--- config.mk ---
export PLATFORM = sky130hd
export DESIGN_NAME = gate_bist_ctrl
export DESIGN_NICKNAME = d
export VERILOG_FILES = /design/src/rtl/gate_bist_pkg.sv /design/src/rtl/gate_bist_ctrl.sv
export SDC_FILE = /design/constraint.sdc
export NUM_CORES = 1
export LEC_CHECK = 0
export CORE_ASPECT_RATIO = 0.6
export CORE_MARGIN = 2
export CORE_UTILIZATION = 50
export CTS_BUF_LIST = sky130_fd_sc_hd__clkbuf_4
export CTS_CLUSTER_DIAMETER = 200
export DETAILED_ROUTE_END_ITERATION = 12
export PLACE_DENSITY = 0.77
export REMOVE_ABC_BUFFERS = 1
export SYNTH_ARGS = -nofsm -noshare
export SYNTH_HDL_FRONTEND = slang
export SYNTH_SLANG_ARGS = --single-unit
--- constraint.sdc ---
create_clock -name clk -period 1.8 [get_ports clk]
set_clock_uncertainty 0.2 [all_clocks]
set_input_delay 0.36 -clock clk [delete_from_list [all_inputs] [get_ports clk]]
set_output_delay 0.36 -clock clk [all_outputs]
set_load 0.03 [all_outputs]
--- src/rtl/gate_bist_pkg.sv ---
// Shared types and constants for the 2-input gate BIST controller.
// Truth tables are indexed by {a,b}: bit i is the expected output for input i.
package gate_bist_pkg;

  typedef enum logic [1:0] {
    S_IDLE,
    S_SETTLE,
    S_CHECK,
    S_DONE
  } state_t;

  localparam int NUM_VECTORS = 4;

  localparam logic [3:0] TT_AND  = 4'b1000;
  localparam logic [3:0] TT_OR   = 4'b1110;
  localparam logic [3:0] TT_XOR  = 4'b0110;
  localparam logic [3:0] TT_NAND = 4'b0111;

endpackage

--- src/rtl/gate_bist_ctrl.sv ---
// Exhaustive 4-vector BIST for an external 2-input gate.
// Each vector settles SETTLE_CYCLES cycles, then the output is checked once.
module gate_bist_ctrl
  import gate_bist_pkg::*;
#(
  parameter int SETTLE_CYCLES = 2
) (
  input  logic       clk,
  input  logic       rst,
  input  logic       start,
  input  logic       abort,
  input  logic [3:0] truth_table,
  output logic       dut_a,
  output logic       dut_b,
  input  logic       dut_out,
  output logic       busy,
  output logic       done,
  output logic       pass,
  output logic [3:0] fail_vec
);

  localparam logic [7:0] CNT_LAST = 8'(SETTLE_CYCLES - 1);

  state_t     r_state;
  state_t     w_next;
  logic [1:0] r_idx;
  logic [7:0] r_cnt;
  logic [3:0] r_tt;
  logic [3:0] r_fail;
  logic       r_pass;

  logic       w_go;
  logic       w_drive;
  logic [3:0] w_bit;
  logic [3:0] w_fail_new;

  assign w_go       = start && !abort;
  assign w_bit      = 4'b0001 << r_idx;
  assign w_fail_new = (dut_out != r_tt[r_idx])
                    ? (r_fail | w_bit) : r_fail;

  always_ff @(posedge clk) begin
    if (rst) r_state <= S_IDLE;
    else     r_state <= w_next;
  end

  always_comb begin
    w_next = r_state;
    unique case (r_state)
      S_IDLE: begin
        if (w_go) w_next = S_SETTLE;
      end
      S_SETTLE: begin
        if (abort)                 w_next = S_IDLE;
        else if (r_cnt == CNT_LAST) w_next = S_CHECK;
      end
      S_CHECK: begin
        if (abort)              w_next = S_IDLE;
        else if (r_idx == 2'd3) w_next = S_DONE;
        else                    w_next = S_SETTLE;
      end
      S_DONE: w_next = S_IDLE;
      default: w_next = S_IDLE;
    endcase
  end

  // Abort keeps the partial fail_vec but never reports a pass.
  always_ff @(posedge clk) begin
    if (rst) begin
      r_idx  <= '0;
      r_cnt  <= '0;
      r_tt   <= '0;
      r_fail <= '0;
      r_pass <= 1'b0;
    end else begin
      unique case (r_state)
        S_IDLE: begin
          if (w_go) begin
            r_tt   <= truth_table;
            r_idx  <= '0;
            r_cnt  <= '0;
            r_fail <= '0;
            r_pass <= 1'b0;
          end
        end
        S_SETTLE: begin
          if (abort) r_pass <= 1'b0;
          else       r_cnt  <= r_cnt + 8'd1;
        end
        S_CHECK: begin
          if (abort) begin
            r_pass <= 1'b0;
          end else begin
            r_fail <= w_fail_new;
            r_cnt  <= '0;
            if (r_idx == 2'd3) r_pass <= (w_fail_new == 4'd0);
            else               r_idx  <= r_idx + 2'd1;
          end
        end
        S_DONE: begin
          if (abort) r_pass <= 1'b0;
        end
        default: r_pass <= 1'b0;
      endcase
    end
  end

  assign w_drive  = (r_state == S_SETTLE) || (r_state == S_CHECK);
  assign dut_a    = w_drive & r_idx[1];
  assign dut_b    = w_drive & r_idx[0];
  assign busy     = (r_state != S_IDLE);
  assign done     = (r_state == S_DONE);
  assign pass     = r_pass;
  assign fail_vec = r_fail;

endmodule

* Word-level counts from Yosys, hierarchy flattened
Cells that the tools add are included.
Cells by class: reductions and logical operators 15, eq/ne operators 13, mux-type cells 25, order comparisons 1, add/sub/neg operators 2, bitwise gates (word level) 3, shift operators 1
Operators with widths (count):
- 8-bit 2-to-1 mux | 3
- 8-bit one-hot mux with 3 select lines | 1
- 2-bit 2-to-1 mux | 8
- 4-bit 2-to-1 mux | 3
- 8-bit by 1-bit adder with 8-bit output, second input constant | 1
- 8-bit by 1-bit equality test with 1-bit output, second input constant | 1
- 2-bit != test, second input constant | 4
- 2-bit one-hot mux with 4 select lines | 1
- 4-bit one-hot mux with 2 select lines | 1
- 4-bit AND reduction | 2
- 2-bit equality test, second input constant | 3
- 3-bit != test, second input constant | 2
- 3-bit AND reduction | 2
- 1-bit 2-to-1 mux | 5
- 4-bit logical NOT | 1
- 4-bit bitwise OR | 1
- 2-bit one-hot mux with 2 select lines | 1
- 2-bit AND reduction | 2
- 2-bit nonzero test | 2
- 1-bit by 2-bit << shifter with 4-bit output, first input constant | 1
- 2-bit by 3-bit less-than comparator with 1-bit output, second input constant | 1
- 1-bit one-hot mux with 3 select lines | 1
- 3-bit nonzero test | 1
- 2-bit by 1-bit adder with 2-bit output, second input constant | 1
- other kinds (10) | 11
Storage, ports and cells: output and inout port bits 9, register bits 21, input bits 9, word-level logic and storage cells 66

* Logic depth before layout (Yosys ltp)
Gate-level depths: netlist of run 1.
depth in word-level cells 8, depth in mapped cells 7, mapped depth without buffers 6

* Worst setup path after synthesis of run 1
OpenSTA, ideal clock, no wires.
path type register -> register, start point reg r_state[0], end point reg r_cnt[4], path buffers 0, required time 1478 ps, arrival time 1527 ps, path slack -49 ps, cell stages (with the launch flop) 7, period minus slack after synthesis 1849 ps, library setup time 122 ps, cell sequence dfxtp_1 inv_1 ha_1 o21a_4 a2111oi_4 a31o_1 a21oi_1
Between the ends: word-level cells in the longest chain between the ends 3, elaborated cells on any way between the ends 9, those cells by class eq/ne: 5; mux: 1; reduce/logical: 3
RTL lines:
- start: declaration | line gate_bist_ctrl.sv:24 | state_t r_state;
- start signal: assignment | line gate_bist_ctrl.sv:44 | else r_state <= w_next;
- 2-bit by 1-bit equality test with 1-bit output (tied with other cells) | line gate_bist_ctrl.sv:76 | unique case (r_state)
- 2-bit != test (no line) or 3-bit nonzero test (tied branches)
- 4-bit AND reduction (no line)
- end signal: assignment | line gate_bist_ctrl.sv:88 | else r_cnt <= r_cnt + 8'd1;
- end: declaration | line gate_bist_ctrl.sv:27 | logic [7:0] r_cnt;
Several ways; a longest one is shown, not always the timed one. A chain may end at the register's enable or synchronous reset.

* Worst setup path in the final report of run 1
start point reg r_state[1], end point out dut_a
Between the ends: word-level cells in the longest chain between the ends 3, elaborated cells on any way between the ends 4, those cells by class eq/ne: 2; bitwise: 1; reduce/logical: 1
RTL lines:
- 2-bit by 1-bit equality test with 1-bit output or 2-bit equality test (tied branches) | line gate_bist_ctrl.sv:108 | assign w_drive = (r_state == S_SETTLE) || (r_state == S_CHECK);
- 1-bit logical OR * | line gate_bist_ctrl.sv:108
- 1-bit bitwise AND * | line gate_bist_ctrl.sv:109 | assign dut_a = w_drive & r_idx[1];
- end: declaration | line gate_bist_ctrl.sv:13 | output logic dut_a,
Every way passes the cells marked *; elsewhere a longest branch is shown, timed or not.

==> results of run 1 <==
-- registers in the layout, indices dropped and copies added (netlist names) --
| name | count |
|---|---|
| r_state | 2 |
| r_tt | 4 |
| r_idx | 2 |
| pass | 1 |
| fail_vec | 4 |
| r_cnt | 8 |
-- final cells by class --
| type | count | area [um^2] |
|---|---|---|
| clock buffer | 4 | 30.03 |
| fill | 135 | 470.5 |
| inverter | 9 | 43.79 |
| multi-input combinational | 93 | 897.1 |
| sequential | 21 | 429.2 |
| tap | 30 | 37.54 |
| timing repair buffer | 39 | 352.8 |
-- routing by layer --
layer	track usage, %	share of wire (%)	wire [um]	vias to the layer above
met3	7.692	6.4	228	6
li1	-	-	-	537
met1	35.03	45	1596	544
met4	6.400	1.5	53	0
met2	35.96	47	1693	37
met5	0	0	0	-
-- worst min path at each step --
stage	start	to
after floorplan	rst	r_cnt[1]
after global placement	r_tt[0]	r_tt[0]
after detailed placement	fail_vec[1]	fail_vec[1]
after CTS	fail_vec[1]	fail_vec[1]
after global routing	r_cnt[1]	r_cnt[1]
final	fail_vec[1]	fail_vec[1]
-- logic make-up after synthesis --
kind of cell    synth area share, %
mux                           6.607
simple gates                  18.72
compound gates                19.72
xor+xnor                      5.506
flops                         33.63
buf+inv                       4.805
fa+ha+maj                     11.01
-- power groups by stage --
stage	sequential, mW	clock, mW	combinational [mW]
6_report	0.497	0.259	0.399
5_1_grt	0.499	0.294	0.421
4_1_cts	0.494	0.257	0.330
3_5_place_dp	0.502	0	0.286
3_3_place_gp	0.500	0	0.275
2_1_floorplan	0.501	0	0.165
-- timing repair --
item                       4_1_cts  5_1_grt
pin swaps                        3        2
setup endpoints to repair       24       19
hold endpoints to repair         0        0
buffers inserted                 0        6
gates resized for setup         33       17
-- cell usage in the layout, fill, tap and decap left out, types with 2 or more instances in the layout --
| cell | count |
|---|---|
| a2111oi_4 | 4 |
| a21oi_1 | 3 |
| a21oi_2 | 2 |
| a22o_1 | 4 |
| and2_4 | 2 |
| buf_4 | 20 |
| buf_6 | 5 |
| clkbuf_4 | 4 |
| clkdlybuf4s50_1 | 7 |
| dfxtp_1 | 18 |
| dfxtp_4 | 2 |
| dlygate4sd2_1 | 5 |
| ha_1 | 6 |
| ha_2 | 4 |
| inv_1 | 6 |
| inv_4 | 2 |
| mux2i_1 | 6 |
| nand2b_1 | 5 |
| nand3b_1 | 3 |
| nand4_1 | 2 |
| nor2_1 | 14 |
| nor3_1 | 2 |
| xnor2_1 | 6 |
-- worst max-delay path: cells and delay by family (launching register included) --
kind | cells | cell delay (ns)
adder cells (fa/ha/maj) | 1 | 0.26
buffers and inverters | 2 | 0.17
flip-flops | 1 | 0.40
AND/OR/NAND/NOR | 1 | 0.13
==> summary.md, run 1 <==
| Metric | Value |
|---|---|
| Worst Max-Slew Pin Slew | 0.3727 ns |
| Reported leakage power | 0.7107 nW |
| Worst Hold Slack | 0.2991 ns |
| Layout area overhead | 43.24% |
| CTS Sinks | 21 |
| Worst Setup Slack, final | -0.05642 ns |
| Number of standard cells in the layout, taps in and fillers out | about 200 |
| Most frequent cell after synthesis | dfxtp_1 |
| Most used DFF post-synth | dfxtp_1 |
| Mean routed wirelength per cell | ~18 um |
| Crit path required time | 1.24 ns |
| Standard cell with the maximum stage delay on the critical path | dfxtp_4 |
| Data arrival time of the worst path | around 1.3 ns |
| Crit path kind | reg -> out |
| R2R Setup Slk | -0.02 ns |
| Final estimated routing congestion in global placement | about 0.83 |
| Cell Area, Placed | ~1500 um^2 |
| Portion of the clock cycle consumed by the worst path in the final layout | 103.1% |
| I/O Pins | 18 |
| Element type at the critical path start | register |
| Part of the Yosys area used for sequential elements | around a third |
| Antenna Nets Post-Route | 0 |
| Class of the most critical hold timing path | reg -> reg |
| Post-synth ARST share | 0% |
| Cell type with the highest aggregate area in the netlist | dfxtp_1 |
| Setup-failing EPs final | 7 |
| Top cells by area, synth | dfxtp_1 34%, ha_1 11%, mux2i_1 4.8%, nor2_1 4.8%, xnor2_1 4.2% |
| Yosys Warn Count | 0 |
| DRT iter0 DRCs | 58 |
| Endpoint of the worst setup timing path | dut_a |
| RSZ-0062 raised after global routing | yes |
| Total power after layout | roughly 1.2 mW |
| Largest vdd supply drop | between 0.0004 and 0.0005 V |
| Proportion of layout cells with a drive suffix above 1 | 37.35% |
| Total standard cell area after synthesis | ~1200 um^2 |
| DRT Pass-1 Iters | 4 |
| Endpoint class of the critical path | output pin |
| Number of cells traversed by the worst hold path | 1 |
| DP HPWL | between 2000 and 2500 um |
| Die width | around 70 um |
| Post-placement worst setup slack | -0.3139 ns |
| CTS Buf Count | 3 |
| Switching Power | between 0.3 and 0.4 mW |
| CP startpoint | r_state[1] |
| Fraction of synthesized cell area taken by the top area cell type | 33.63% |
| Design area | roughly 1800 um^2 |
| CP max stage delay | 0.40 ns |
| Pin count of the biggest net entering global routing | 12 |
| Part of the total power dissipated in combinational logic | about 35% |
| DRT Wirelength | 3571 um |
| Setup_tns | -0.1695 ns |
| Sw Ratio | ~32% |
| # hold bufs at CTS | 0 |
| CTS H-tree depth | 1 |
| Commonest cells in the synthesized netlist | 21 x dfxtp_1, 16 x nor2_1, 11 x ha_1 |
| Result of the run | complete, but fails checks |
| Post-synth EDFFs | 0 |
| Number of cells on the worst reg-to-reg path | 7 |
| Die area | 2929 um^2 |
| Clock Tree Buf Depth | 2 |
| Antenna violations before repair | 0 |
| Sequential share of power | 43.0% |
| Number of hold-slack violations in the final timing report | 0 |
| Clock network fraction of total power | between 20 and 25% |
| Total via count in the routed design | ~1100 |
| Peak Freq | 538.7 MHz |
| Syn Inst Count | ~130 |
| Slew Viols, Final | 0 |
| Total core area | 2261 um^2 |
| Power per cell area | about 640 nW/um^2 |
| Clock latency on the worst-skew pair | 0.33 ns |
| Initial standard-cell utilization of the core | between 50% and 60% |
| Max-slew headroom at the worst pin | 75.06% |
| Crit path max fanout | 4 |
| Number of maximum-capacitance constraint violations | 0 |
| Synthesized flop and latch total | 21 |
| Global-route wire length before repair | 5161 um |
| Post-route DRC | 0 |
| Aggregate global routing overflow | 0 |
| Final #Nets | 187 |
| Mean number of vias per cell | between 5 and 6 |
| Clock period minus final worst setup slack | between 1.5 and 2 ns |
| P_int | just under 0.8 mW |
| Tot GR Track Use | 24.68% |
| Clock-pin slew of the registers on the worst-case setup and hold paths | approximately 0.13 ns |
| Endpoint of the worst register-to-register path | pass |
| Placed Cells incl. Taps | between 150 and 200 |
| Violated checks | setup timing |
| Die extent in y | 42.73 um |
| Vias in the first global route | ~1000 |
| Mean instance size in the synthesized netlist | about 9.8 um^2 |
| Number of buffers inserted by port buffering | 17 |
| Clk Tree Root Cell | clkbuf_4 |
| Number of distinct library cells after synthesis | 42 |
| Cell breakdown of the critical path | inv_4, ha_4, and2_4, buf_6 |
| Ant. Diodes | 0 |
| Floorplan row count | 13 |
| TritonCTS clock tree | yes |
| Final core utilization | approximately four fifths |
| Launch point of the worst reg-to-reg path | r_state[0] |
Power figures use the tool's default switching activity.
==> run 2: changes to the inputs <==
--- a/config.mk
+++ b/config.mk
@@ -11,6 +11,7 @@
 export CTS_BUF_LIST = sky130_fd_sc_hd__clkbuf_4
 export CTS_CLUSTER_DIAMETER = 200
 export DETAILED_ROUTE_END_ITERATION = 12
+export GPL_ROUTABILITY_DRIVEN = 0
 export PLACE_DENSITY = 0.77
 export REMOVE_ABC_BUFFERS = 1
 export SYNTH_ARGS = -nofsm -noshare
==> results of run 2 <==
Final layout, timing and power as in run 1 (identical DEF).
